File: src/rtl/ser_frame_scheduler_pkg.sv
// Shared state encodings and Manchester helpers for ser_frame_scheduler.
// SER_SEQ_CHECKSUM_EN adds the CSUM state to the encoding.
package ser_frame_scheduler_pkg;

   typedef enum logic [2:0] {
      ST_IDLE = 3'd0,
      ST_PRE  = 3'd1,
      ST_SFD  = 3'd2,
      ST_PAY  = 3'd3,
`ifdef SER_SEQ_CHECKSUM_EN
      ST_CSUM = 3'd4,
`endif
      ST_IFG  = 3'd5
   } state_e;

   localparam logic [7:0] PREAMBLE_BYTE = 8'hAA;

   // Low nibble of the byte expands to the first word on the wire.
   function automatic logic [7:0] man_lo(input logic [7:0] d);
      logic [7:0] m;
      m = '0;
      for (int i = 0; i < 4; i++) begin
         m[2*i]   = d[i];
         m[2*i+1] = ~d[i];
      end
      return m;
   endfunction

   function automatic logic [7:0] man_hi(input logic [7:0] d);
      logic [7:0] m;
      m = '0;
      for (int i = 0; i < 4; i++) begin
         m[2*i]   = d[i+4];
         m[2*i+1] = ~d[i+4];
      end
      return m;
   endfunction

endpackage

File: src/rtl/manchester_encoder.sv
// Combinational 8 -> 16 bit Manchester expansion; bit 2i carries d[i], bit 2i+1 its complement.
module manchester_encoder
   import ser_frame_scheduler_pkg::*;
(
   input  logic [7:0]  data_i,
   output logic [15:0] man_o
);

   assign man_o = {man_hi(data_i), man_lo(data_i)};

endmodule

File: src/rtl/ser_frame_scheduler.sv
// Round-robin frame scheduler feeding one OSER8 lane with Manchester words.
// Optional checksum byte after the payload when SER_SEQ_CHECKSUM_EN is defined.
//
// state | meaning
// IDLE  | no frame; grants on the first ce with any req_valid
// PRE   | preamble bytes (0xAA), two words each
// SFD   | start-of-frame delimiter; second half fetches the first payload byte
// PAY   | payload bytes; second half fetches the next byte unless last_q
// CSUM  | XOR checksum byte (checksum builds only)
// IFG   | forced idle words, requests ignored
module ser_frame_scheduler
   import ser_frame_scheduler_pkg::*;
#(
   parameter int         NUM_REQ      = 2,
   parameter int         PREAMBLE_LEN = 2,
   parameter logic [7:0] SFD_BYTE     = 8'hD5,
   parameter int         IFG_WORDS    = 12,
   parameter logic [7:0] IDLE_WORD    = 8'h00
)(
   input  logic                 clk108,
   input  logic                 reset,
   input  logic                 ce,
   input  logic [NUM_REQ-1:0]   req_valid,
   input  logic [8*NUM_REQ-1:0] req_data,
   input  logic [NUM_REQ-1:0]   req_last,
   output logic [NUM_REQ-1:0]   req_ready,
   output logic [7:0]           ser_word,
   output logic                 ser_tx_en,
   output logic [1:0]           grant_id,
   output logic                 busy,
   output logic                 frame_done,
   output logic                 underrun
);

   localparam int IFG_W = (IFG_WORDS > 1) ? $clog2(IFG_WORDS) : 1;
   localparam logic [IFG_W-1:0] IFG_LOAD = IFG_W'(IFG_WORDS - 1);

   state_e           state_q, state_d;
   logic             half_q, half_d;
   logic [2:0]       pre_cnt_q, pre_cnt_d;
   logic [1:0]       grant_q, grant_d;
   logic [1:0]       rr_q, rr_d;
   logic [7:0]       byte_q, byte_d;
   logic             last_q, last_d;
   logic [IFG_W-1:0] ifg_cnt_q, ifg_cnt_d;
   logic [7:0]       word_q, word_d;
   logic             tx_en_q, tx_en_d;
   logic             frame_done_q, frame_done_d;
   logic             underrun_q, underrun_d;
`ifdef SER_SEQ_CHECKSUM_EN
   logic [7:0]       csum_q, csum_d;
`endif

   logic [3:0]  valid_ext, last_ext;
   logic [7:0]  data_arr [4];
   logic [1:0]  grant_sel, rr_next;
   logic [2:0]  cand;
   logic        fetch;
   logic [7:0]  enc_byte;
   logic [15:0] man_w;
   logic [7:0]  enc_word;

   // Pad requester inputs to four slots so 2-bit indices always fit.
   always_comb begin
      valid_ext = '0;
      last_ext  = '0;
      for (int k = 0; k < 4; k++) data_arr[k] = '0;
      for (int k = 0; k < NUM_REQ; k++) begin
         valid_ext[k] = req_valid[k];
         last_ext[k]  = req_last[k];
         data_arr[k]  = req_data[8*k +: 8];
      end
   end

   // Scan downwards so the closest valid requester at or after rr_q wins.
   always_comb begin
      grant_sel = rr_q;
      cand      = '0;
      for (int off = NUM_REQ - 1; off >= 0; off--) begin
         cand = {1'b0, rr_q} + 3'(off);
         if (cand >= 3'(NUM_REQ)) cand = cand - 3'(NUM_REQ);
         if (valid_ext[cand[1:0]]) grant_sel = cand[1:0];
      end
      rr_next = (grant_sel == 2'(NUM_REQ - 1)) ? 2'd0 : grant_sel + 2'd1;
   end

   always_comb begin
      enc_byte = PREAMBLE_BYTE;
      case (state_q)
         ST_SFD:  enc_byte = SFD_BYTE;
         ST_PAY:  enc_byte = byte_q;
`ifdef SER_SEQ_CHECKSUM_EN
         ST_CSUM: enc_byte = csum_q;
`endif
         default: enc_byte = PREAMBLE_BYTE;
      endcase
   end

   manchester_encoder u_enc (
      .data_i (enc_byte),
      .man_o  (man_w)
   );

   assign enc_word = half_q ? man_w[15:8] : man_w[7:0];

   always_comb begin
      state_d      = state_q;
      half_d       = half_q;
      pre_cnt_d    = pre_cnt_q;
      grant_d      = grant_q;
      rr_d         = rr_q;
      byte_d       = byte_q;
      last_d       = last_q;
      ifg_cnt_d    = ifg_cnt_q;
      word_d       = word_q;
      tx_en_d      = tx_en_q;
      frame_done_d = 1'b0;
      underrun_d   = 1'b0;
`ifdef SER_SEQ_CHECKSUM_EN
      csum_d       = csum_q;
`endif
      fetch        = 1'b0;
      req_ready    = '0;
      if (ce) begin
         case (state_q)
            ST_IDLE: begin
               if (|req_valid) begin
                  state_d   = ST_PRE;
                  half_d    = 1'b1;
                  pre_cnt_d = '0;
                  grant_d   = grant_sel;
                  rr_d      = rr_next;
                  word_d    = enc_word;
                  tx_en_d   = 1'b1;
`ifdef SER_SEQ_CHECKSUM_EN
                  csum_d    = '0;
`endif
               end
            end
            ST_PRE: begin
               word_d = enc_word;
               half_d = ~half_q;
               if (half_q) begin
                  if (pre_cnt_q == 3'(PREAMBLE_LEN - 1)) state_d = ST_SFD;
                  else pre_cnt_d = pre_cnt_q + 3'd1;
               end
            end
            ST_SFD: begin
               word_d = enc_word;
               half_d = ~half_q;
               if (half_q) begin
                  fetch   = 1'b1;
                  state_d = ST_PAY;
               end
            end
            ST_PAY: begin
               word_d = enc_word;
               half_d = ~half_q;
               if (half_q) begin
                  if (last_q) begin
`ifdef SER_SEQ_CHECKSUM_EN
                     state_d      = ST_CSUM;
`else
                     state_d      = ST_IFG;
                     ifg_cnt_d    = IFG_LOAD;
                     frame_done_d = 1'b1;
`endif
                  end else begin
                     fetch = 1'b1;
                  end
               end
            end
`ifdef SER_SEQ_CHECKSUM_EN
            ST_CSUM: begin
               word_d = enc_word;
               half_d = ~half_q;
               if (half_q) begin
                  state_d      = ST_IFG;
                  ifg_cnt_d    = IFG_LOAD;
                  frame_done_d = 1'b1;
               end
            end
`endif
            ST_IFG: begin
               word_d  = IDLE_WORD;
               tx_en_d = 1'b0;
               half_d  = 1'b0;
               if (ifg_cnt_q == '0) state_d = ST_IDLE;
               else ifg_cnt_d = ifg_cnt_q - IFG_W'(1);
            end
            default: state_d = ST_IDLE;
         endcase

         // A missing byte at a fetch point aborts the frame on this same edge.
         if (fetch) begin
            for (int k = 0; k < NUM_REQ; k++) req_ready[k] = (grant_q == 2'(k));
            if (valid_ext[grant_q]) begin
               byte_d = data_arr[grant_q];
               last_d = last_ext[grant_q];
`ifdef SER_SEQ_CHECKSUM_EN
               csum_d = csum_q ^ data_arr[grant_q];
`endif
            end else begin
               underrun_d = 1'b1;
               word_d     = IDLE_WORD;
               tx_en_d    = 1'b0;
               half_d     = 1'b0;
               state_d    = ST_IFG;
               ifg_cnt_d  = IFG_LOAD;
            end
         end
      end
   end

   always_ff @(posedge clk108) begin
      if (reset) begin
         state_q      <= ST_IDLE;
         half_q       <= 1'b0;
         pre_cnt_q    <= '0;
         grant_q      <= '0;
         rr_q         <= '0;
         byte_q       <= '0;
         last_q       <= 1'b0;
         ifg_cnt_q    <= '0;
         word_q       <= IDLE_WORD;
         tx_en_q      <= 1'b0;
         frame_done_q <= 1'b0;
         underrun_q   <= 1'b0;
`ifdef SER_SEQ_CHECKSUM_EN
         csum_q       <= '0;
`endif
      end else begin
         state_q      <= state_d;
         half_q       <= half_d;
         pre_cnt_q    <= pre_cnt_d;
         grant_q      <= grant_d;
         rr_q         <= rr_d;
         byte_q       <= byte_d;
         last_q       <= last_d;
         ifg_cnt_q    <= ifg_cnt_d;
         word_q       <= word_d;
         tx_en_q      <= tx_en_d;
         frame_done_q <= frame_done_d;
         underrun_q   <= underrun_d;
`ifdef SER_SEQ_CHECKSUM_EN
         csum_q       <= csum_d;
`endif
      end
   end

   assign ser_word   = word_q;
   assign ser_tx_en  = tx_en_q;
   assign grant_id   = grant_q;
   assign busy       = (state_q != ST_IDLE);
   assign frame_done = frame_done_q;
   assign underrun   = underrun_q;

endmodule

File: config.mk
export PLATFORM = sky130hd
export DESIGN_NAME = ser_frame_scheduler
export DESIGN_NICKNAME = d
export VERILOG_FILES = /design/src/rtl/ser_frame_scheduler_pkg.sv /design/src/rtl/manchester_encoder.sv /design/src/rtl/ser_frame_scheduler.sv
export SDC_FILE = /design/constraint.sdc
export NUM_CORES = 1
export LEC_CHECK = 0
export CAP_MARGIN = 30
export CORE_MARGIN = 4
export CORE_UTILIZATION = 25
export DETAILED_ROUTE_END_ITERATION = 6
export GPL_TIMING_DRIVEN = 0
export MAX_ROUTING_LAYER = met4
export PLACE_DENSITY_LB_ADDON = 0.2
export SLEW_MARGIN = 30
export SYNTH_ARGS = -nofsm -noshare
export SYNTH_HDL_FRONTEND = slang
export SYNTH_SLANG_ARGS = --single-unit
File: constraint.sdc
create_clock -name clk108 -period 3.1 [get_ports clk108]
set_clock_uncertainty 0.15 [all_clocks]
set_input_delay 0.31 -clock clk108 [delete_from_list [all_inputs] [get_ports clk108]]
set_output_delay 0.31 -clock clk108 [all_outputs]
set_load 0.01 [all_outputs]
==> impl_metrics.yaml, run 1 <==
route:
  avgRoutedWirePerCell_um: 13.8
  count_of_nets_left_with_antenna_violations_after_detail_routing: 0
  final_wl_um: 4930
  drt_first_iter_violations: 111
  post-route-drc-count: 0
  detail_route.first_pass.iterations: 4
  vias: 1744
  viasPerCell: 4.89
sta:
  relSlewSlack: 0.634
  final_min_period_over_clock_period: 0.899
  max_freq_mhz: 359
  setup_violations: 0
  rsz_0062_raised_after_global_routing: "false"
  timing_hold_violations_final: 0
  setup_tns_ns: 0
  layout_min_cycle_time_ns: 2.79
  slew_viol_final: 0
  slack_of_the_critical_path_ns: 0.312
  timing_worst_slew_pin_value_ns: 0.549
clocking:
  clkTransAtPathRegs_ns: 0.07
  cts_num_sinks: 35
  cts.root.buffer_cell: "sky130_fd_sc_hd__clkbuf_8"
  post_cts_buffers: 0
  cts_tree: "yes"
  cts-buffers-inserted: 5
  max_h_tree_level: 2
  cts_resized: 0
  clkLatencyLatePin_ns: 0.29
  cts_hold_buffers: 0
  cts_buffer_depth: 2
floorplanning:
  boundaryPins: 39
  fp.dieW_um: 93.4
  design.die.area_sq_mm: 0.00872
  rows: 30
  fp.dieH_um: 93.4
  initial_core_util: 0.262
  core_sq_mm: 0.00694
final_layout:
  layout.core_utilization: 0.351
  drive_above_1_share: 0.0728
  layout.filler_cells: 742
  layout_area_overhead_pct: 33.7
  insertedDiodeCount: 0
  net_count_of_the_finished_layout: 286
critical_path:
  cell_with_the_largest_stage_delay_on_the_worst_path: "sky130_fd_sc_hd__clkdlybuf4s50_1"
  end_kind: "output port"
  critical_path.startpoint_type: "input port"
  worst_path_most_repeated_cell: "sky130_fd_sc_hd__clkdlybuf4s50_1"
  path_cells: "clkdlybuf4s50_1 -> inv_1 -> or3b_2 -> nor2_1 -> clkdlybuf4s50_1"
  setup.worst_path.class: "input port to output port"
  crit_path_max_fanout: 8
  timing.critical_path.slowest_cell_delay_ns: 0.62
  worst_ep_required_time_ns: 2.64
  cp.arrival_ns: 2.33
pwr:
  p_leak_uw: 0.000815
  vdd_ir_drop_max_v: 0.000220
  power_per_cell_area_mw_per_mm2: 425
grt:
  met2_usage: 0.194
  grt_first_pass_wirelength_um: 8020
  globalRouteOverflowTotal: 0
  grt_max_degree: 13
  first_global_vias: 1680
  use_met1: 0.145
  globalRoute.busiestLayer: "met2"
  number_of_antenna_violations_at_the_first_check_in_global_routing: 0
  groute.layer.met3.usage: 0.0249
  globalRouteTotalUtil: 0.119
synth:
  synthesis.area_sq_mm: 0.00182
  synth_enable_flop_cells: 0
  ys_warns: 0
  synth_seq_area_share: 0.385
  flip_flop_and_latch_count_after_synthesis: 35
  synthesized_net_count: 241
  dominantRegCellSynth: "sky130_fd_sc_hd__dfxtp_1"
  post_synth_arst_share: 0
  syn_area_per_cell_sq_um: 8.47
  netlist_instances: 215
  post_synth_num_cell_types: 46
placement:
  gp_congestion: 0.817
  portBuffers: 38
  detailedPlace.worstSlack_ns: 0.320
  post-dp-hpwl_um: 3700
run_status:
  status: "completed"
flow_run:
  maxCapViolations: 0
min_path:
  hold_path_class: "flip-flop to flip-flop"
[registers in the layout (all words and copies together), names as in the netlist]
name,count
last_q,1
pre_cnt_q,3
half_q,1
grant_id,2
ser_tx_en,1
ifg_cnt_q,4
state_q,3
byte_q,8
underrun,1
rr_q,2
ser_word,8
frame_done,1
[cells by family after synthesis]
| logic type | Yosys count | share of synthesized area |
|---|---|---|
| simple gates | 71 | 0.218 |
| compound gates | 68 | 0.240 |
| flops | 35 | 0.385 |
| buf+inv | 24 | 0.0549 |
| mux | 14 | 0.0810 |
| fa+ha+maj | 3 | 0.0206 |
[synthesized netlist by cell type, types with 2 or more instances]
library cell / count / area [sq um]
sky130_fd_sc_hd__a41oi_1: 4 / 35.0
sky130_fd_sc_hd__ha_1: 3 / 37.5
sky130_fd_sc_hd__o2bb2ai_1: 4 / 35.0
sky130_fd_sc_hd__o21ai_0: 10 / 50.1
sky130_fd_sc_hd__buf_2: 2 / 10.0
sky130_fd_sc_hd__nor2_1: 14 / 52.6
sky130_fd_sc_hd__nor3_1: 7 / 35.0
sky130_fd_sc_hd__inv_1: 12 / 45.0
sky130_fd_sc_hd__nand3_1: 2 / 10.0
sky130_fd_sc_hd__mux2i_1: 11 / 110
sky130_fd_sc_hd__nand2b_1: 6 / 37.5
sky130_fd_sc_hd__a21oi_1: 29 / 145
sky130_fd_sc_hd__a22o_1: 3 / 26.3
sky130_fd_sc_hd__mux2_2: 2 / 22.5
sky130_fd_sc_hd__dfxtp_1: 35 / 701
sky130_fd_sc_hd__nand2_1: 15 / 56.3
sky130_fd_sc_hd__a21o_1: 2 / 15.0
sky130_fd_sc_hd__or3_1: 11 / 68.8
sky130_fd_sc_hd__clkbuf_1: 7 / 26.3
sky130_fd_sc_hd__nor2b_1: 2 / 12.5
sky130_fd_sc_hd__o22ai_1: 4 / 25.0
sky130_fd_sc_hd__nand3b_1: 3 / 22.5
sky130_fd_sc_hd__nor3b_1: 2 / 15.0
sky130_fd_sc_hd__a211oi_1: 2 / 15.0
sky130_fd_sc_hd__nor4b_1: 2 / 17.5
[final timing paths]
| kind | depth (start not counted) | startpoint | slack (ns) | to |
|---|---|---|---|---|
| max reg2reg | 4 | grant_id[0]$_SDFFE_PP0P_ | 1.13 | ser_word[4]$_SDFFE_PP0P_ |
| min | 2 | byte_q[1]$_SDFFE_PP0P_ | 0.30 | byte_q[1]$_SDFFE_PP0P_ |
| min reg2reg | 2 | byte_q[1]$_SDFFE_PP0P_ | 0.30 | byte_q[1]$_SDFFE_PP0P_ |
| max | 5 | ce | 0.31 | req_ready[0] |
[layout by cell type (no fill, tap or decap), types with 3 or more instances in the layout]
master and n:
sky130_fd_sc_hd__o22ai_1 4, sky130_fd_sc_hd__dfxtp_1 35, sky130_fd_sc_hd__nor3_1 7, sky130_fd_sc_hd__nand3b_1 3, sky130_fd_sc_hd__o21ai_0 10, sky130_fd_sc_hd__nand2_1 15, sky130_fd_sc_hd__clkdlybuf4s50_1 38, sky130_fd_sc_hd__a21oi_1 29
sky130_fd_sc_hd__mux2i_1 11, sky130_fd_sc_hd__clkbuf_1 7, sky130_fd_sc_hd__nor2_1 14, sky130_fd_sc_hd__a41oi_1 4, sky130_fd_sc_hd__nand2b_1 6, sky130_fd_sc_hd__inv_1 12, sky130_fd_sc_hd__or3_1 11, sky130_fd_sc_hd__a22o_1 3
sky130_fd_sc_hd__ha_1 3, sky130_fd_sc_hd__clkbuf_8 5, sky130_fd_sc_hd__o2bb2ai_1 4
[metal layers]
layer  vias to the layer above  routed length, um
met2                        65               2290
met5                         -                  0
met3                         6                314
met4                         0                 89
met1                       790               2240
li1                        883                  -
[cell type report]
class	instances	area, sq um	share of cell area
Buffer	11	51.3	0.0211
Clock buffer	5	68.8	0.0283
Clock inverter	3	43.8	0.0180
Inverter	13	48.8	0.0200
Multi-Input combinational cell	156	1020	0.419
Sequential cell	35	701	0.288
Tap cell	96	120	0.0493
Timing Repair Buffer	38	380	0.156
[where the power goes]
| part | internal, uW | switching, uW | total [uW] |
|---|---|---|---|
| combinational | 74.1 | 73.0 | 147 |
| sequential | 462 | 11.2 | 474 |
| clock | 239 | 174 | 414 |
| total | 776 | 259 | 1030 |
[critical path: cells and delay by family]
family / cells / cell delay, ns
and+or+nand+nor: 2 / 0.65
buffers and inverters: 3 / 1.37
[through the flow]
step / cell area [sq um] / instances / hold WS (ns) / power (uW)
after CTS: 2430 / 357 / 0.305 / 1050
after detailed placement: 2320 / 349 / 0.296 / 631
final: 2430 / 357 / 0.301 / 1030
after global placement: 2320 / 349 / 0.289 / 632
after global routing: 2430 / 357 / 0.324 / 1080
after floorplan: 1820 / 215 / 0.277 / 559
No activity file was read; power rests on OpenSTA's default activity.
==> run 2: changes to the inputs <==
--- a/config.mk
+++ b/config.mk
@@ -7,7 +7,7 @@
 export LEC_CHECK = 0
 export CAP_MARGIN = 30
 export CORE_MARGIN = 4
-export CORE_UTILIZATION = 25
+export CORE_UTILIZATION = 40
 export DETAILED_ROUTE_END_ITERATION = 6
 export GPL_TIMING_DRIVEN = 0
 export MAX_ROUTING_LAYER = met4
==> run 2 against run 1 <==
Via count is 2.4% lower. Hold slack worse by 0.0017 ns. Clock-buffer cell count is 1 higher. Critical endpoint is now req_ready[1]. Largest cell class unchanged.
==> impl_metrics.yaml, run 2 (synthesized netlist as in run 1, its figures left out) <==
run_status:
  status: "completed"
sta:
  hold-worst-slack_ns: 0.299
  final_min_period_over_clock_period: 0.904
  setup_violations: 0
  max_freq_mhz: 357
  relSlewSlack: 0.612
  setup_tns_ns: 0
  layout_min_cycle_time_ns: 2.80
  timing_hold_violations_final: 0
  rsz_0062_raised_after_global_routing: "false"
  timing_worst_slew_pin_value_ns: 0.576
  slew_viol_final: 0
route:
  count_of_nets_left_with_antenna_violations_after_detail_routing: 0
  drt_first_iter_violations: 106
  post-route-drc-count: 0
  avgRoutedWirePerCell_um: 14.1
  detail_route.first_pass.iterations: 4
  vias: 1703
  final_wl_um: 4420
  viasPerCell: 5.44
clocking:
  post_cts_buffers: 0
  cts.root.buffer_cell: "sky130_fd_sc_hd__clkbuf_8"
  clkTransAtPathRegs_ns: 0.07
  cts_hold_buffers: 0
  cts_buffer_depth: 2
  cts_num_sinks: 35
  cts_tree: "yes"
  cts_resized: 0
  cts-buffers-inserted: 5
  clkLatencyLatePin_ns: 0.29
  max_h_tree_level: 2
floorplanning:
  fp.dieH_um: 75.5
  initial_core_util: 0.416
  boundaryPins: 39
  design.die.area_sq_mm: 0.00570
  rows: 24
  core_sq_mm: 0.00438
  fp.dieW_um: 75.5
final_layout:
  layout.filler_cells: 433
  net_count_of_the_finished_layout: 286
  most_common_library_cell_in_the_layout_ignoring_fill_and_taps: "sky130_fd_sc_hd__clkdlybuf4s50_1"
  drive_above_1_share: 0.0690
  layout_common_cells: "38 x sky130_fd_sc_hd__clkdlybuf4s50_1, 35 x sky130_fd_sc_hd__dfxtp_1, 29 x sky130_fd_sc_hd__a21oi_1"
  layout_area_overhead_pct: 29.1
  insertedDiodeCount: 0
critical_path:
  crit_path_start: "ce"
  crit-reg2reg-launch: "grant_id[0]$_SDFFE_PP0P_"
  end_kind: "output port"
  cp.arrival_ns: 2.34
  setup.worst_path.class: "input port to output port"
  worst_ep_required_time_ns: 2.64
  crit_path_max_fanout: 8
  critical_path.startpoint_type: "input port"
min_path:
  min_from: "byte_q[0]$_SDFFE_PP0P_"
  hold_path_class: "flip-flop to flip-flop"
pwr:
  p_leak_uw: 0.000798
  vdd_ir_drop_max_v: 0.000251
  power_per_cell_area_mw_per_mm2: 400
placement:
  gp_congestion: 0.858
  post-dp-hpwl_um: 3380
  portBuffers: 38
grt:
  number_of_antenna_violations_at_the_first_check_in_global_routing: 0
  grt_max_degree: 12
  globalRouteOverflowTotal: 0
  grt_first_pass_wirelength_um: 7580
  globalRouteTotalUtil: 0.176
  first_global_vias: 1613
flow_run:
  maxCapViolations: 0
-- run 2: cell types whose count changed in the layout (fill, tap and decap cells not counted), sizes merged --
cell / change
clkbuf: +1
clkinvlp: +1
clkinv: -1
bufinv: -1
-- run 2: cell type report --
type                       instances  area (sq um)  share of cell area
buffer                            11          51.3              0.0218
clock buffer                       6          72.6              0.0309
clock inverter                     2          12.5             0.00532
inverter                          13          48.8              0.0207
multi-input combinational        156          1020               0.434
sequential                        35           701               0.298
tap                               52          65.1              0.0277
timing repair buffer              38           380               0.162
-- run 2: final timing paths --
path                                                  to  slack, ns  cells after the start
worst max register to register  ser_word[4]$_SDFFE_PP0P_       1.19                      4
worst max-delay path                        req_ready[1]       0.30                      5
worst min-delay path              byte_q[0]$_SDFFE_PP0P_       0.30                      2
worst min register to register    byte_q[0]$_SDFFE_PP0P_       0.30                      2
-- run 2: per-stage QoR --
| step | area (sq um) | utilization | total power (uW) | worst slack, ns | cells |
|---|---|---|---|---|---|
| 2_1_floorplan | 1820 | - | 559 | 1.31 | 215 |
| 3_3_place_gp | 2270 | 0.517 | 628 | 0.322 | 305 |
| 3_5_place_dp | 2270 | 0.517 | 629 | 0.317 | 305 |
| 4_1_cts | 2350 | 0.537 | 953 | 0.298 | 313 |
| 5_1_grt | 2350 | 0.537 | 986 | 0.204 | 313 |
| 6_report | 2350 | 0.537 | 942 | 0.298 | 313 |
-- run 2: critical path, stage by stage --
cell and delay, ns:
sky130_fd_sc_hd__clkdlybuf4s50_1 0.62, sky130_fd_sc_hd__inv_1 0.21, sky130_fd_sc_hd__or3b_2 0.53, sky130_fd_sc_hd__nor2_1 0.11
sky130_fd_sc_hd__clkdlybuf4s50_1 0.55
-- run 2: report_power, final --
group / internal, uW / switching, uW
combinational: 74.1 / 70.8
clock: 157 / 166
sequential: 463 / 11.0
-- run 2: per-layer routing --
metal  part of all wire  vias to the layer above  GRT usage  wire, um
met2               0.44                       46      0.259      1970
met1               0.48                      776      0.243      2130
met5                  0                        -          -         0
met3              0.065                        5     0.0435       287
li1                   -                      876          -         -
met4             0.0099                        0     0.0447        44
==> run 3: changes to the inputs <==
--- a/config.mk
+++ b/config.mk
@@ -9,6 +9,7 @@
 export CORE_MARGIN = 4
 export CORE_UTILIZATION = 40
 export DETAILED_ROUTE_END_ITERATION = 6
+export GPL_ROUTABILITY_DRIVEN = 1
 export GPL_TIMING_DRIVEN = 0
 export MAX_ROUTING_LAYER = met4
 export PLACE_DENSITY_LB_ADDON = 0.2
==> results of run 3 <==
The final DEF is identical to that of run 2; final timing and power are the same.
